`src/rtl/imm_pipe_stage.sv`:
```
// imm_pipe_stage: RISC-V immediate decode into a SKID_DEPTH-entry FIFO stage.
// Define IMM_TARGET_EN to add the out_pc + out_imm target adder; otherwise out_target is 0.
module imm_pipe_stage #(
    parameter int XLEN       = 32,
    parameter int SKID_DEPTH = 2
) (
    input  logic            clk,
    input  logic            rst_n,
    input  logic            in_valid,
    output logic            in_ready,
    input  logic [31:0]     in_instr,
    input  logic [XLEN-1:0] in_pc,
    input  logic            flush,
    output logic            out_valid,
    input  logic            out_ready,
    output logic [XLEN-1:0] out_imm,
    output logic [2:0]      out_imm_type,
    output logic [XLEN-1:0] out_pc,
    output logic [XLEN-1:0] out_target
);
    localparam logic [1:0] DEPTH = 2'(SKID_DEPTH);
    localparam logic       LAST  = 1'(SKID_DEPTH - 1);

    logic [XLEN-1:0] r_imm  [SKID_DEPTH];
    logic [2:0]      r_type [SKID_DEPTH];
    logic [XLEN-1:0] r_pc   [SKID_DEPTH];
    logic            r_wr, r_rd, r_en;
    logic [1:0]      r_cnt;
    logic [31:0]     w_imm32;
    logic [XLEN-1:0] w_imm;
    logic [2:0]      w_type;
    logic            w_push, w_pop, w_valid;

    always_comb begin
        w_type  = 3'd0;
        w_imm32 = '0;
        case (in_instr[6:0])
            7'b0010011, 7'b0000011, 7'b1100111: begin
                w_type  = 3'd1;
                w_imm32 = {{20{in_instr[31]}}, in_instr[31:20]};
            end
            7'b0100011: begin
                w_type  = 3'd2;
                w_imm32 = {{20{in_instr[31]}}, in_instr[31:25], in_instr[11:7]};
            end
            7'b1100011: begin
                w_type  = 3'd3;
                w_imm32 = {{19{in_instr[31]}}, in_instr[31], in_instr[7], in_instr[30:25], in_instr[11:8], 1'b0};
            end
            7'b0110111, 7'b0010111: begin
                w_type  = 3'd4;
                w_imm32 = {in_instr[31:12], 12'b0};
            end
            7'b1101111: begin
                w_type  = 3'd5;
                w_imm32 = {{11{in_instr[31]}}, in_instr[31], in_instr[19:12], in_instr[20], in_instr[30:21], 1'b0};
            end
            default: ;
        endcase
    end

    assign w_imm        = XLEN'(signed'(w_imm32));
    assign w_valid      = r_cnt != 2'd0;
    assign in_ready     = r_en && (r_cnt < DEPTH || out_ready);
    assign w_push       = in_valid && in_ready && !flush;
    assign w_pop        = w_valid && out_ready && !flush;
    assign out_valid    = w_valid;
    assign out_imm      = w_valid ? r_imm[r_rd] : '0;
    assign out_imm_type = w_valid ? r_type[r_rd] : 3'd0;
    assign out_pc       = w_valid ? r_pc[r_rd] : '0;
`ifdef IMM_TARGET_EN
    assign out_target   = out_pc + out_imm;
`else
    assign out_target   = '0;
`endif

    // r_en keeps in_ready low until the first edge after reset release
    always_ff @(posedge clk or negedge rst_n) begin
        if (!rst_n) begin
            r_en  <= 1'b0;
            r_cnt <= 2'd0;
            r_wr  <= 1'b0;
            r_rd  <= 1'b0;
            for (int k = 0; k < SKID_DEPTH; k++) begin
                r_imm[k]  <= '0;
                r_type[k] <= 3'd0;
                r_pc[k]   <= '0;
            end
        end else begin
            r_en <= 1'b1;
            if (flush) begin
                r_cnt <= 2'd0;
                r_wr  <= 1'b0;
                r_rd  <= 1'b0;
            end else begin
                if (w_push) begin
                    r_imm[r_wr]  <= w_imm;
                    r_type[r_wr] <= w_type;
                    r_pc[r_wr]   <= in_pc;
                    r_wr         <= r_wr == LAST ? 1'b0 : r_wr + 1'b1;
                end
                if (w_pop)
                    r_rd <= r_rd == LAST ? 1'b0 : r_rd + 1'b1;
                r_cnt <= r_cnt + {1'b0, w_push} - {1'b0, w_pop};
            end
        end
    end
endmodule
```
`config.mk`:
```
export PLATFORM = sky130hd
export DESIGN_NAME = imm_pipe_stage
export DESIGN_NICKNAME = d
export VERILOG_FILES = /design/src/rtl/imm_pipe_stage.sv
export SDC_FILE = /design/constraint.sdc
export NUM_CORES = 1
export LEC_CHECK = 0
export BUFFER_PORTS_ARGS = -buffer_cell sky130_fd_sc_hd__buf_4
export CORE_MARGIN = 2
export CORE_UTILIZATION = 58
export DETAILED_ROUTE_END_ITERATION = 8
export MAX_ROUTING_LAYER = met4
export PLACE_DENSITY = 0.86
export SLEW_MARGIN = 20
export SYNTH_ARGS = -nofsm -noshare
export SYNTH_HDL_FRONTEND = slang
export SYNTH_SLANG_ARGS = --single-unit
export TNS_END_PERCENT = 30
```
`constraint.sdc`:
```
create_clock -name clk -period 4.54 [get_ports clk]
set_clock_uncertainty 0.15 [all_clocks]
set_input_delay 0.227 -clock clk [delete_from_list [all_inputs] [get_ports clk]]
set_output_delay 0.227 -clock clk [all_outputs]
set_load 0.02 [all_outputs]
```
==> impl_results.md, run 1 <==
* Status: complete, no violations
* CP Data Required Time at about 4600 ps
* Grt ovf at 0
* Root buffer cell: clkbuf_16
* Vias in the first global route at approximately 6000
* Cell Pwr Density at ~420 nW/um^2
* Final core area utilization at 0.7775
* WS Path Type: flip-flop to flip-flop
* Max-slew violations at 0
* Final worst path period share at 0.5962
* CTS tree: done
* Highest-count cells in the layout ignoring fill and taps: nand2_1 (217), buf_4 (141), dfrtp_1 (138)
* Max cap viols at 0
* Hold Vio Cnt, Final at 0
* Total CTS buffers at 17
* Final TNS setup at 0 ps
* DRT antenna net count at 0
* RePlAce Congestion at approximately 0.9
* Sequential share of the synthesized area at 0.5102
* Share of layout cells above drive strength 1 at 0.2015
* Setup repair after global routing missed its margin: no
* Cells after Synth at about 740
* CTS H-tree depth at 4
* Clock Sinks at approximately 140
* N_diodes at 0
* Area grow syn2layout at 30.78%
* Vias at 6095
* Synth warnings at 0
* # DRC at 0
* Slew @ Worst Pin at 1016 ps
* Syn avg cell area at 9.188 sq um
* Distinct cells, synth at 43
* Critical path startpoint category: flip-flop
* First-pass GRT wire length at a little under 30000 microns
* Leakage power at between 0.004 and 0.005 uW
* Final nets at between 900 and 1000
* Max clock buf depth at 2
* Non-Filler Instances at about 1100
* # Post-CTS Setup Buffers at 0
* Fill count at 715
* Routed vias/inst at ~5.7
* WL/cell at ~17 microns
* Clock Latency Late Sink at between 400 and 500 ps
* Largest net degree at the start of global routing at between 90 and 100
* Setup violators final at 0
* Initial antenna violation count at 0
* Async S/R FF share, synth at 1.000
* Die area at around 13000 sq um
* Cell row count at 39
* Boundary pin count at 170
* Initial DRC Count at between 500 and 600
* Max Freq at roughly 370 MHz
* Port buffer count at 137
* Synth Cell Area at 6818 sq um
* Kind of end point of the critical path: flip-flop
* Commonest non-fill, non-tap cell in the layout: nand2_1
* Die Y at about 110 microns
* Initial Util at 0.5945
* Fin crit period at around 2700 ps
* Hold Path Class: input port to flip-flop
* Crit path arrival time at between 2000 and 3000 ps
* Seq cells post-synth at 139
* Post-Route WL at 18280 microns
* Clock-pin slew of the registers on the worst-case setup and hold paths at about 60 ps
* Most frequently used flop master after synthesis: dfrtp_1
* Core area at 11470 sq um
* VDD IR-drop max at between 0.3 and 0.4 mV
* Worst slew margin at 0.3228
* GRT Total Usage at 0.3070
* Crit Path Max Fanout at 66
* Horiz. Die Dim at roughly 110 microns
* Placed cell count at 980
* Detailed Routing Iterations Pass 1 at 7
* DP HPWL at around 11000 microns
* Post-synth EDFFs at 0
==> final cells by class <==
type | instances | area (sq um) | area share
flip-flops and latches | 139 | 3482 | 0.3905
inverters | 4 | 15.01 | 0.001684
well taps | 143 | 178.9 | 0.02007
clock buffers | 24 | 481.7 | 0.05403
clock inverters | 8 | 115.1 | 0.01291
repair buffers | 197 | 1638 | 0.1837
multi-input cells | 551 | 3005 | 0.3371
==> timing repair <==
item | 4_1_cts | 5_1_grt
setup endpoints to repair | 0 | 0
endpoints found under the hold margin | 220 | 0
resized for setup | 0 | 0
hold buffers | 54 | 0
==> cell usage after synthesis (2+ instances only) <==
cell,instances,share of area
xor2_1,2,0.0026
nand2b_1,3,0.0028
a21oi_1,23,0.017
and4_1,3,0.0039
ha_1,2,0.0037
nand2_1,217,0.12
buf_1,5,0.0028
mux2_2,4,0.0066
a32oi_1,2,0.0026
buf_2,12,0.0088
o31ai_1,2,0.0022
o211ai_1,2,0.0022
a22o_1,12,0.015
nand4_1,3,0.0028
buf_6,3,0.0050
buf_4,32,0.035
inv_1,4,0.0022
nand3_1,5,0.0037
clkbuf_1,27,0.015
and2_1,3,0.0028
a221o_1,24,0.035
dfrtp_1,139,0.51
nor2_1,110,0.061
and4b_1,2,0.0029
a21o_1,2,0.0022
nor3_1,3,0.0022
a21oi_2,2,0.0026
mux2i_1,68,0.10
a31oi_1,2,0.0018
and3_1,2,0.0018
xnor2_1,2,0.0026
o21ai_0,6,0.0044
nor2b_1,3,0.0028
conb_1,2,0.0011
==> registers in the layout, summed over array words and instances (netlist names) <==
| register | flops |
|---|---|
| r_wr | 1 |
| r_rd | 1 |
| r_cnt | 2 |
| r_type | 6 |
| r_pc | 64 |
| r_imm | 64 |
| r_en | 1 |
==> critical path: stages (launching register included) <==
cell     delay [ps]
dfrtp_1         440
nor2b_4         180
or4_4           820
nor3_2          730
a21oi_1         180
==> power breakdown <==
part           total (uW)  leakage [uW]  switching [uW]  internal [uW]
Sequential           1610       0.00181             150           1470
Clock                1400      0.000298             499            903
Combinational         755       0.00226             431            324
Total                3770       0.00436            1080           2690
==> through the flow <==
step / instance area, sq um / hold WS, ps / total power, uW / setup WS (ps)
global placement: 7741 / 196.9 / 2277 / 1723
finish: 8916 / 59.32 / 3772 / 1833
global route: 8916 / 61.12 / 3941 / 1747
CTS: 8911 / 31.66 / 3762 / 1561
detailed placement: 7774 / 210.1 / 2327 / 1609
floorplan: 6934 / -218.6 / 2073 / 2645
==> per-layer routing <==
layer / up-vias / track usage / wire (microns)
met2: 335 / 0.5068 / 9264
met4: 0 / 0.1244 / 485
met3: 45 / 0.05454 / 1224
li1: 2740 / - / -
met5: - / - / 0
met1: 2975 / 0.3781 / 7309
==> logic make-up after synthesis <==
kind of cell / after synthesis / synth area share
compound gates: 79 / 0.08809
simple gates: 361 / 0.2166
flops: 139 / 0.5102
buf+inv: 83 / 0.06882
mux: 72 / 0.1064
xor+xnor: 4 / 0.005139
other cells: 2 / 0.001102
fa+ha+maj: 2 / 0.003670
==> final timing paths <==
| path | from | to | slack (ps) | cells past startpoint |
|---|---|---|---|---|
| worst max-delay path | r_cnt[1] | r_imm[60] | 1830 | 4 |
| worst min-delay path | in_instr[10] | r_imm[3] | 60 | 4 |
| worst max register to register | r_cnt[1] | r_imm[60] | 1830 | 4 |
| worst min register to register | r_pc[56] | r_pc[56] | 320 | 2 |
| max in group asynchronous | rst_n | r_type[0] | 2780 | 3 |
| min in group asynchronous | rst_n | r_imm[26] | 310 | 2 |
Power figures use the tool's default switching activity.
==> run 2: changes to the inputs <==
CORE_UTILIZATION = 54   (was 58)
PLACE_DENSITY = 0.81   (was 0.86)
clock period = 2.8 ns   (was 4.54 ns; I/O delays follow)
==> run 2 against run 1 <==
  * Via count down 3.1%
  * Global-route usage down 2.8 points
  * Wire length down 1.7%
  * Cell area up 3.0%
  * Critical path type unchanged
  * Critical endpoint is now r_imm[36]
==> impl_results.md, run 2 (synthesis gave the netlist of run 1 again) <==
* Initial antenna violation count at 0 (unchanged)
* Boundary pin count at 170 (unchanged)
* Die Y at 116.4 microns (was 112.4 microns)
* Critical path startpoint category: flip-flop (unchanged)
* Max clock buf depth at 2 (unchanged)
* Worst slew margin at 0.5119 (was 0.3228)
* Slew @ Worst Pin at 732.2 ps (was 1016 ps)
* Port buffer count at 137 (unchanged)
* DP HPWL at 11190 microns (was 11050 microns)
* Horiz. Die Dim at 116.4 microns (was 112.4 microns)
* Status: complete, no violations (unchanged)
* Max cap viols at 0 (unchanged)
* VDD IR-drop max at 0.3622 mV (was 0.3559 mV)
* DRT antenna net count at 0 (unchanged)
* Max Freq at 372.2 MHz (was 369.5 MHz)
* Routed vias/inst at 5.284 (was 5.718)
* Kind of end point of the critical path: flip-flop (unchanged)
* Fin crit period at 2687 ps (was 2707 ps)
* Crit Path Max Fanout at 41 (was 66)
* Top flop regs: r_imm x64, r_pc x64, r_type x6 (unchanged)
* First-pass GRT wire length at 28020 microns (was 29760 microns)
* Clock-pin slew of the registers on the worst-case setup and hold paths at 60 ps (about the same)
* Hold endpoint: r_imm[0] (was r_imm[3])
* Initial DRC Count at 471 (was 595)
* Final nets at 1004 (was 981)
* Detailed Routing Iterations Pass 1 at 5 (was 7)
* CTS tree: done (unchanged)
* Leakage power at 0.004491 uW (was 0.004364 uW)
* Die area at 13540 sq um (was 12640 sq um)
* Grt ovf at 0 (unchanged)
* Max-slew violations at 0 (unchanged)
* RePlAce Congestion at 0.8964 (was 0.9083)
* CTS H-tree depth at 4 (unchanged)
* WS Path Type: flip-flop to flip-flop (unchanged)
* Setup repair after global routing missed its margin: no (unchanged)
* Reg2Reg Depth at 5 (was 4)
* Clock Latency Late Sink at 400 ps (was 420 ps)
* Hold Vio Cnt, Final at 0 (unchanged)
* Root buffer cell: clkbuf_16 (unchanged)
* Reg2Reg Launch Point: r_cnt[1] (unchanged)
* Core area at 12470 sq um (was 11470 sq um)
* Hold Path Class: input port to flip-flop (unchanged)
* Share of layout cells above drive strength 1 at 0.2095 (was 0.2015)
* Cell Pwr Density at 676.1 nW/um^2 (was 423.0 nW/um^2)
* Setup violators final at 0 (unchanged)
* Post-Route WL at 17970 microns (was 18280 microns)
* Initial Util at 0.5469 (was 0.5945)
* GRT Total Usage at 0.2789 (was 0.3070)
* Area grow syn2layout at 34.65% (was 30.78%)
* Vias at 5908 (was 6095)
* Vias in the first global route at 5648 (was 6048)
* Worst hold start: in_instr[7] (was in_instr[10])
* Worst r2r dst: r_imm[36] (was r_imm[60])
* Commonest non-fill, non-tap cell in the layout: nand2_1 (unchanged)
* Final core area utilization at 0.7364 (was 0.7775)
* Gates resized, CTS repair at 0 (unchanged)
* Clock Sinks at 139 (unchanged)
* Crit path arrival time at 2880 ps (was 2810 ps)
* Total CTS buffers at 17 (unchanged)
* CP Data Required Time at 2990 ps (was 4640 ps)
* Final TNS setup at 0 ps (unchanged)
* Cell row count at 41 (was 39)
* WL/cell at 16.07 microns (was 17.15 microns)
* Worst R2R Setup Slack at 110 ps (was 1830 ps)
* Hold depth at 4 (unchanged)
* Largest net degree at the start of global routing at 68 (was 94)
* Highest-count cells in the layout ignoring fill and taps: nand2_1 (217), buf_4 (151), dfrtp_1 (138) (was nand2_1 (217), buf_4 (141), dfrtp_1 (138))
* # DRC at 0 (unchanged)
* Final worst path period share at 0.9596 (was 0.5962)
-- run 2: area by class of cell --
class,count,area [sq um]
well taps,172,215.2
fillers,900,3286
multi-input cells,551,2995
flip-flops and latches,139,3482
clock inverters,12,171.4
clock buffers,19,452.9
diodes,1,2.502
inverters,4,15.01
repair buffers,220,1846
-- run 2: layer usage --
layer | wire length (microns) | up-vias | GRT usage
li1 | - | 2784 | -
met1 | 7502 | 2831 | 0.3631
met2 | 8963 | 254 | 0.4376
met3 | 1076 | 39 | 0.04515
met4 | 425 | 0 | 0.1183
met5 | 0 | - | -
-- run 2: worst max-delay path by stage --
stage,startpoint,to,slack [ps],cells after the start
global placement,r_cnt[1],r_imm[59],690,5
floorplan,r_cnt[1],r_imm[47],900,5
finish,r_cnt[1],r_imm[36],110,5
global route,r_cnt[1],r_imm[34],60,5
detailed placement,r_cnt[1],r_imm[48],630,4
CTS,r_cnt[1],r_imm[34],190,5
-- run 2: stage by stage --
step	hold slack (ps)	power (uW)	std cells	setup WS (ps)	area [sq um]
finish	56.88	6207	1118	113.2	9180
global route	44.93	6503	1117	63.29	9178
CTS	9.919	6217	1117	190.0	9178
detailed placement	6.026	3779	1020	625.5	7893
global placement	3.308	3731	1020	690.5	7893
floorplan	-305.6	3361	773	904.5	6934
-- run 2: worst max-delay path: stages, from the launching register on --
cell and delay, ps:
dfrtp_1 440, nor2b_4 170, or4_4 720, nor2_1 390, a221o_1 210, dlygate4sd3_1 540
-- run 2: power by group --
group          leakage [uW]  switching, uW  internal [uW]  total, uW
clock network      0.000301            838           1530       2370
logic               0.00238            682            543       1230
registers           0.00181            241           2370       2620
-- run 2: what timing repair did --
action,4_1_cts,5_1_grt
hold buffers,66,0
hold endpoints to repair,188,0
buffers inserted,0,0
==> run 3: changes to the inputs <==
--- a/config.mk
+++ b/config.mk
@@ -11,3 +11,2 @@
 export DETAILED_ROUTE_END_ITERATION = 8
-export MAX_ROUTING_LAYER = met4
 export PLACE_DENSITY = 0.81
==> constraint.sdc (replaced) <==
create_clock -name clk -period 2.8 [get_ports clk]
set_clock_uncertainty 0.15 [all_clocks]
set_input_delay 0.56 -clock clk [delete_from_list [all_inputs] [get_ports clk]]
set_output_delay 0.56 -clock clk [all_outputs]
set_load 0.02 [all_outputs]
==> run 3 against run 2 <==
  * Critical path depth decreased by 1
  * Core utilization decreased by 4.8 points
  * Sequential share of layout area increased by 2.7 points
  * Cell area decreased by 6.6%
  * Die area unchanged
  * First-iteration DRC count increased by 8.5%
  * Critical path type is now flip-flop to output port
  * Largest cell class unchanged
==> impl_results.md, run 3 (synthesis gave the netlist of run 1 again) <==
* Leakage power at 0.004220 uW (was 0.004491 uW)
* # hold bufs at CTS at 1 (was 66)
* Boundary pin count at 170 (unchanged)
* DRT antenna net count at 0 (unchanged)
* Core area at 12470 sq um (unchanged)
* WS Path Type: flip-flop to output port (was flip-flop to flip-flop)
* CTS H-tree depth at 4 (unchanged)
* Hold Path Class: input port to flip-flop (unchanged)
* Slew @ Worst Pin at 736.3 ps (was 732.2 ps)
* Highest-count cells in the layout ignoring fill and taps: nand2_1 (217), buf_4 (150), dfrtp_1 (138) (was nand2_1 (217), buf_4 (151), dfrtp_1 (138))
* WL/cell at 16.07 microns (about the same)
* Grt ovf at 0 (unchanged)
* Flop pwr share at 0.425 (was 0.421)
* Cell Pwr Density at 713.5 nW/um^2 (was 676.1 nW/um^2)
* Horiz. Die Dim at 116.4 microns (unchanged)
* DP HPWL at 11380 microns (was 11190 microns)
* Kind of end point of the critical path: output port (was flip-flop)
* Routed vias/inst at 5.387 (was 5.284)
* Final TNS setup at 0 ps (unchanged)
* CTS tree: done (unchanged)
* Root buffer cell: clkbuf_16 (unchanged)
* Clock Latency Late Sink at 410 ps (was 400 ps)
* Worst slew margin at 0.5054 (was 0.5119)
* Initial antenna violation count at 0 (unchanged)
* Vias in the first global route at 5251 (was 5648)
* Crit-path slowest cell: dfrtp_4 (was or4_4)
* Max Freq at 382.6 MHz (was 372.2 MHz)
* Clock share of power at 0.384 (was 0.381)
* Port buffer count at 137 (unchanged)
* Final core area utilization at 0.6881 (was 0.7364)
* Multi-input gate area at 2995 sq um (unchanged)
* Max clock buf depth at 2 (unchanged)
* Max-slew violations at 0 (unchanged)
* Clock-pin slew of the registers on the worst-case setup and hold paths at 60 ps (about the same)
* Crit-path cells: buf_12, mux2i_1, nor2_1, buf_4 (was nor2b_4, or4_4, nor2_1, a221o_1, dlygate4sd3_1)
* Fin crit period at 2614 ps (was 2687 ps)
* Comb pwr share at 0.192 (was 0.197)
* Hold Vio Cnt, Final at 0 (unchanged)
* Largest net degree at the start of global routing at 62 (was 68)
* Reg area at 3482 sq um (unchanged)
* Total CTS buffers at 17 (unchanged)
* Worst hold start: in_pc[25] (was in_instr[7])
* GRT Total Usage at 0.2520 (was 0.2789)
* Share of layout cells above drive strength 1 at 0.2259 (was 0.2095)
* VDD IR-drop max at 0.3635 mV (was 0.3622 mV)
* Final nets at 941 (was 1004)
* Crit-path max cell delay at 660 ps (was 720 ps)
* Die area at 13540 sq um (unchanged)
* Commonest non-fill, non-tap cell in the layout: nand2_1 (unchanged)
* P_sw at 1723 uW (was 1762 uW)
* RePlAce Congestion at 0.9451 (was 0.8964)
* Cell row count at 41 (unchanged)
* Sw frac at 0.2816 (was 0.2838)
* Critical path startpoint category: flip-flop (unchanged)
* Setup repair after global routing missed its margin: no (unchanged)
* Crit path arrival time at 1900 ps (was 2880 ps)
* Die Y at 116.4 microns (unchanged)
* Top flop regs: r_imm x64, r_pc x64, r_type x6 (unchanged)
* Worst Setup SP: r_rd (was r_cnt[1])
* Gates resized, CTS repair at 0 (unchanged)
* Initial Util at 0.5469 (unchanged)
* Setup violators final at 0 (unchanged)
* N_diodes at 0 (was 1)
* First-pass GRT wire length at 26100 microns (was 28020 microns)
* Crit Path Max Fanout at 26 (was 41)
* Max cap viols at 0 (unchanged)
* Detailed Routing Iterations Pass 1 at 5 (unchanged)
* Reg2Reg Launch Point: r_cnt[1] (unchanged)
* Post-Route WL at 16920 microns (was 17970 microns)
* Clock Sinks at 139 (unchanged)
* Fill count at 974 (was 900)
* CP Data Required Time at 2090 ps (was 2990 ps)
* # DRC at 0 (unchanged)
* Design Power at 6121 uW (was 6207 uW)
* # Post-CTS Setup Buffers at 0 (unchanged)
* Status: complete, no violations (unchanged)
* Internal power at 4397 uW (was 4445 uW)
* Area grow syn2layout at 25.82% (was 34.65%)
* Initial DRC Count at 511 (was 471)
* Final worst path period share at 0.9335 (was 0.9596)
* Vias at 5672 (was 5908)
## run 3: cell types whose count changed in the layout (fill, tap and decap cells not counted)
cell,delta
dlygate4sd3_1,-65
buf_12,+3
clkinv_2,-2
buf_4,-1
clkinv_4,+1
diode_2,-1
## run 3: metal layers
metal  vias up  global-route usage  routed length, microns
li1       2663                   -                       -
met1      2765              0.3449                    7355
met2       217              0.4136                    8328
met3        27             0.04100                     958
met4         0             0.08492                     277
met5         -                   0                       0
## run 3: layout make-up
class,instances,share of cell area
Multi-Input combinational cell,551,0.3492
Clock inverter,11,0.01984
Inverter,4,0.001750
Tap cell,172,0.02509
Timing Repair Buffer,157,0.1454
Clock buffer,19,0.05280
Sequential cell,139,0.4059
## run 3: power groups by stage
stage,clock [uW],sequential (uW),combinational [uW]
final,2350,2600,1170
after global routing,2440,2640,1300
after CTS,2360,2590,1180
after detailed placement,0,2620,1170
after global placement,0,2600,1140
after floorplan,0,2550,814
## run 3: critical path: cells and delay by family (launching register included)
kind          cells  cell delay (ps)
buf+inv           2              470
flops             1              660
mux               1              260
simple gates      1              100
## run 3: stage by stage
step                cell area (sq um)  hold slack, ps  setup slack, ps  std cells
detailed placement               7945           311.4            413.4       1022
finish                           8578           190.8            186.2       1053
CTS                              8578           183.9            169.5       1053
floorplan                        6934           114.4            701.5        773
global placement                 7945           306.2            437.4       1022
global route                     8578           193.2            88.63       1053
## run 3: worst paths after layout
kind	to	slack, ps	depth (start not counted)
hold / removal	r_pc[57]	190	3
min in group asynchronous	r_pc[0]	530	2
hold reg to reg	r_pc[5]	320	2
setup reg to reg	r_imm[47]	560	4
setup / recovery	out_imm_type[1]	190	4
max in group asynchronous	r_rd	1310	3
